### src/rtl/serial_addr_pkg.sv
// Shared definitions for the bit-serial adder: FSM state encoding and
// the default operand width.
package serial_addr_pkg;

    localparam int DEFAULT_WIDTH = 8;

    typedef enum logic [1:0] {
        IDLE = 2'd0,
        RUN  = 2'd1,
        DONE = 2'd2
    } state_t;

endpackage

### src/rtl/half_addr.sv
// Gate-level half adder primitive: sum is the XOR and carry the AND of
// the two input bits.
module half_addr (
    input  logic a,
    input  logic b,
    output logic s,
    output logic c
);

    xor g_sum   (s, a, b);
    and g_carry (c, a, b);

endmodule

### src/rtl/serial_addr_full_addr.sv
// Gate-level full adder built from two half adders; the two partial
// carries can never both be high, so a plain OR merges them.
module full_addr (
    input  logic a,
    input  logic b,
    input  logic ci,
    output logic s,
    output logic co
);

    logic s1;
    logic c1;
    logic c2;

    half_addr u_ha0 (.a(a),  .b(b),  .s(s1), .c(c1));
    half_addr u_ha1 (.a(s1), .b(ci), .s(s),  .c(c2));

    or g_carry (co, c1, c2);

endmodule

### src/rtl/serial_addr.sv
// Bit-serial adder: one full-adder cell plus a carry flop processes the
// operands LSB first, one bit per clock, under a start/busy/done handshake.
module serial_addr
    import serial_addr_pkg::*;
#(
    parameter int WIDTH = DEFAULT_WIDTH
) (
    input  logic             clk,
    input  logic             rst,
    input  logic             start,
    input  logic [WIDTH-1:0] in1,
    input  logic [WIDTH-1:0] in2,
    input  logic             cin,
    output logic             busy,
    output logic             done,
    output logic [WIDTH-1:0] sum,
    output logic             cout
);

    localparam int CW = $clog2(WIDTH);
    localparam logic [CW-1:0] LAST = CW'(WIDTH - 1);

    state_t         state;
    logic [WIDTH-1:0] a_sr;
    logic [WIDTH-1:0] b_sr;
    logic [WIDTH-1:0] s_sr;
    logic             c_r;
    logic [CW-1:0]    cnt;
    logic             fs;
    logic             fc;

    full_addr u_fa (
        .a  (a_sr[0]),
        .b  (b_sr[0]),
        .ci (c_r),
        .s  (fs),
        .co (fc)
    );

    // Handshake FSM and serial datapath; sum/cout only load on the final bit
    always_ff @(posedge clk) begin
        if (rst) begin
            state <= IDLE;
            a_sr  <= '0;
            b_sr  <= '0;
            s_sr  <= '0;
            c_r   <= 1'b0;
            cnt   <= '0;
            busy  <= 1'b0;
            done  <= 1'b0;
            sum   <= '0;
            cout  <= 1'b0;
        end else begin
            case (state)
                IDLE: begin
                    done <= 1'b0;
                    busy <= 1'b0;
                    if (start) begin
                        a_sr  <= in1;
                        b_sr  <= in2;
                        c_r   <= cin;
                        cnt   <= '0;
                        busy  <= 1'b1;
                        state <= RUN;
                    end
                end
                RUN: begin
                    a_sr <= a_sr >> 1;
                    b_sr <= b_sr >> 1;
                    s_sr <= {fs, s_sr[WIDTH-1:1]};
                    c_r  <= fc;
                    cnt  <= cnt + 1'b1;
                    if (cnt == LAST) begin
                        sum   <= {fs, s_sr[WIDTH-1:1]};
                        cout  <= fc;
                        busy  <= 1'b0;
                        done  <= 1'b1;
                        state <= DONE;
                    end
                end
                DONE: begin
                    done  <= 1'b0;
                    busy  <= 1'b0;
                    state <= IDLE;
                end
                default: begin
                    busy  <= 1'b0;
                    done  <= 1'b0;
                    state <= IDLE;
                end
            endcase
        end
    end

endmodule

### config.mk
export PLATFORM = sky130hd
export DESIGN_NAME = serial_addr
export DESIGN_NICKNAME = d
export VERILOG_FILES = /design/src/rtl/serial_addr_pkg.sv /design/src/rtl/half_addr.sv /design/src/rtl/serial_addr_full_addr.sv /design/src/rtl/serial_addr.sv
export SDC_FILE = /design/constraint.sdc
export NUM_CORES = 1
export LEC_CHECK = 0
export CAP_MARGIN = 20
export CORE_AREA = 3 3 61 63
export CTS_CLUSTER_SIZE = 24
export DETAILED_ROUTE_END_ITERATION = 16
export DIE_AREA = 0 0 64 66
export GPL_TIMING_DRIVEN = 0
export PLACE_DENSITY = 0.79
export SLEW_MARGIN = 20
export SYNTH_ARGS = -nofsm -noshare
export SYNTH_HDL_FRONTEND = slang
export SYNTH_SLANG_ARGS = --single-unit
### constraint.sdc
create_clock -name clk -period 1.5 [get_ports clk]
set_input_delay 0.225 -clock clk [delete_from_list [all_inputs] [get_ports clk]]
set_output_delay 0.225 -clock clk [all_outputs]
set_load 0.05 [all_outputs]
==> key figures <==
Final layout
  – Layout Nets: 233
  – Share of cells above drive strength 1: 0.08531
  – Antenna Cells: 0
  – Fill cells: 306
  – Area growth from synthesis to layout: 24.67%
  – Post-layout instance area: 1998 µm²

Worst setup path
  – Crit path max fanout: 2
  – R2r endpoint: sum[4]
  – Reg2Reg Setup Slack: 130 ps
  – CP max stage delay: 520 ps
  – Critical Path Slowest Stage Cell: dlygate4sd2_1
  – Buf/Inv on CP: 1
  – Crit path launch type: flip-flop
  – R2R Path Start: cnt[0]
  – CP endpoint kind: output pin
  – Critical path class: flip-flop to output pin
  – R2R cell count: 6
  – Worst setup path startpoint: sum[7]
  – Delay-heaviest family, CP: buffers and inverters
  – Critical path cell sequence: dlygate4sd2_1
  – Critical path required time: 1270 ps
  – WP data arrival: 1200 ps

Worst hold path
  – Hold wc startpoint: rst
  – Hold Crit Class: input port to flip-flop
  – Hold depth: 2
  – Hold Path Sink: sum[7]

Power and ir drop
  – P_int: 1471 µW
  – Logic gate share of total power: 0.129
  – Tot Pwr: 1944 µW
  – Peak VDD IR: 0.0007511 V
  – P per Cell Area: 973.0 nW/µm²
  – Lkg Pwr: 0.0007904 µW
  – Switch share: 0.2434
  – P_sw: 473.2 µW
  – Clock power share: 0.285
  – Sequential share of power: 0.586

Timing
  – Final setup margin: 73.34 ps
  – RSZ-0062 raised after global routing: no
  – Final Hold Violating Endpoints: 0
  – Final setup viols: 0
  – Setup_tns: 0 ps
  – Clk_skew: 6.827 ps
  – Fin. max-slew vios: 0
  – Period utilisation layout: 0.9511
  – Final worst path period need: 1427 ps
  – Worst rel slew slack: 0.6742
  – Highest achievable clock rate: 700.9 MHz
  – Worst-margin pin slew: 488.8 ps

Route
  – Drt first-iter violations: 51
  – Routed Antenna Nets: 0
  – Via-per-instance ratio: 5.105
  – DRC violations left: 0
  – Mean routed wirelength per cell: 12.29 µm
  – Routed vias: 1312
  – DRT Wirelength: 3.159 mm
  – Router iterations before antenna repair: 4

Die
  – Die H: 66 µm
  – Die footprint: 4224 µm²
  – DIE WIDTH: 64 µm
  – Initial Util: 0.4880
  – Core Region: 3284 µm²
  – Ports: 31
  – Placement row count: 21

Logic synthesis
  – Cell taking the most area after synthesis: dfxtp_1
  – Syn. warnings: 0
  – Mapped Cells: 173
  – Synth cell count leaders: 40 x dfxtp_1, 32 x nand2_1, 22 x nor2_1
  – Synth unique cells: 25
  – Synthesized flop and latch total: 40
  – Yosys top cell area share: 0.4996
  – Post-synth net total: 196
  – Synth async-reset ratio: 0
  – Count leader, synth: dfxtp_1
  – Post-synth top flop: dfxtp_1
  – Most area-consuming cells after synthesis: dfxtp_1 50%, mux2i_1 11%, nand2_1 7.5%, a211oi_1 7.0%, nor2_1 5.2%
  – Post-synthesis average cell area: 9.265 µm²
  – Syn Std Cell Area: 1603 µm²
  – Number of synthesized flops with an enable pin: 0
  – Seq/Total Area, Yosys: 0.4996

Clocking
  – Root buf cell: clkbuf_4
  – Clock buffer depth: 2
  – Clock latency on the worst-skew pair: 340 ps
  – CTS tree: built
  – Clock-pin slew on the worst setup and hold paths: 110 ps
  – CTS Sinks: 40
  – H-tree levels: 2
  – CTS Buf Count: 5

Global route
  – Largest net degree at the start of global routing: 12
  – Grt total ovfl: 0
  – First-pass GRT wire length: 5.340 mm
  – Tot GR Track Use: 0.1662
  – Met3 usage: 0.04422
  – Met2 usage: 0.2787
  – Busiest grt layer: met2
  – Vias in the first global route: 1238
  – Initial antenna violation count: 0
  – Met1 Track Usage GR: 0.1864

Placed design
  – Port-buffer cells: 29
  – Routability cong.: 0.7762
  – Pre-CTS setup slack: 8.466 ps
  – Dpl hpwl: 2.325 mm
  – Dpl cell area: 1951 µm²

Status
  – Status: finished clean

Job
  – Maxcap violations: 0
[sequential cells by signal, summed over array words and instances (netlist names)]
name,cells
cnt,3
a_sr,8
b_sr,8
state,2
cout,1
busy,1
sum,8
c_r,1
done,1
s_sr,7
[cells in the final DEF (no fill, tap or decap), types with 4 or more instances in the layout]
cell,Yosys,final
a21oi_1,16,16
buf_2,3,4
mux2i_1,17,17
clkdlybuf4s50_1,0,18
nor2_1,22,22
dlygate4sd2_1,0,7
dfxtp_1,40,40
clkbuf_1,4,6
a22oi_1,4,4
clkbuf_4,0,5
nand2_1,32,32
a211oi_1,15,15
[metal layers]
layer,vias up,share of wire
li1,674,-
met1,607,0.42
met2,27,0.51
met3,4,0.055
met4,0,0.012
met5,-,0
[stage by stage]
step,util,std cells,hold WS (ps)
6_report,0.6084,257,261.8
5_1_grt,0.6084,257,262.2
4_1_cts,0.6076,256,243.6
3_5_place_dp,0.5939,248,447.0
3_3_place_gp,0.5939,248,443.9
2_1_floorplan,-,173,373.3
[what timing repair did]
item	CTS	global route
cloned	0	0
resized for setup	11	7
buffers inserted	0	1
pin swaps	0	1
hold buffers	0	0
endpoints found under the setup margin	11	11
hold endpoints to repair	0	0
[power by group through the flow]
stage                     clock, µW  sequential, µW  combinational, µW
final                           554            1140                251
after global routing            636            1150                278
after detailed placement          0            1160                254
after global placement            0            1160                243
after floorplan                   0            1160                160
after CTS                       574            1140                254
[cell type report]
type | instances | area, µm² | area share
multi-input combinational | 120 | 716.9 | 0.3588
buffer | 12 | 81.33 | 0.04070
sequential | 40 | 800.8 | 0.4008
tap | 46 | 57.56 | 0.02880
inverter | 1 | 3.754 | 0.001879
clock buffer | 8 | 58.81 | 0.02943
timing repair buffer | 30 | 279.0 | 0.1396
[kinds of logic (layout without fill, tap and decap cells)]
group,count (synthesis),in the layout,synth area share
AOI/OAI and AO/OA,37,37,0.1499
muxes,17,17,0.1062
and+or+nand+nor,63,63,0.1632
buffers and inverters,13,51,0.05307
adders and majority gates,3,3,0.02810
DFF,40,40,0.4996
[worst max-delay path by stage]
stage | cells after the start | end
2_1_floorplan | 6 | sum[4]
3_3_place_gp | 4 | busy
3_5_place_dp | 5 | a_sr[5]
4_1_cts | 1 | busy
5_1_grt | 1 | sum[0]
6_report | 1 | sum[7]
(Power assumes the default switching activity.)
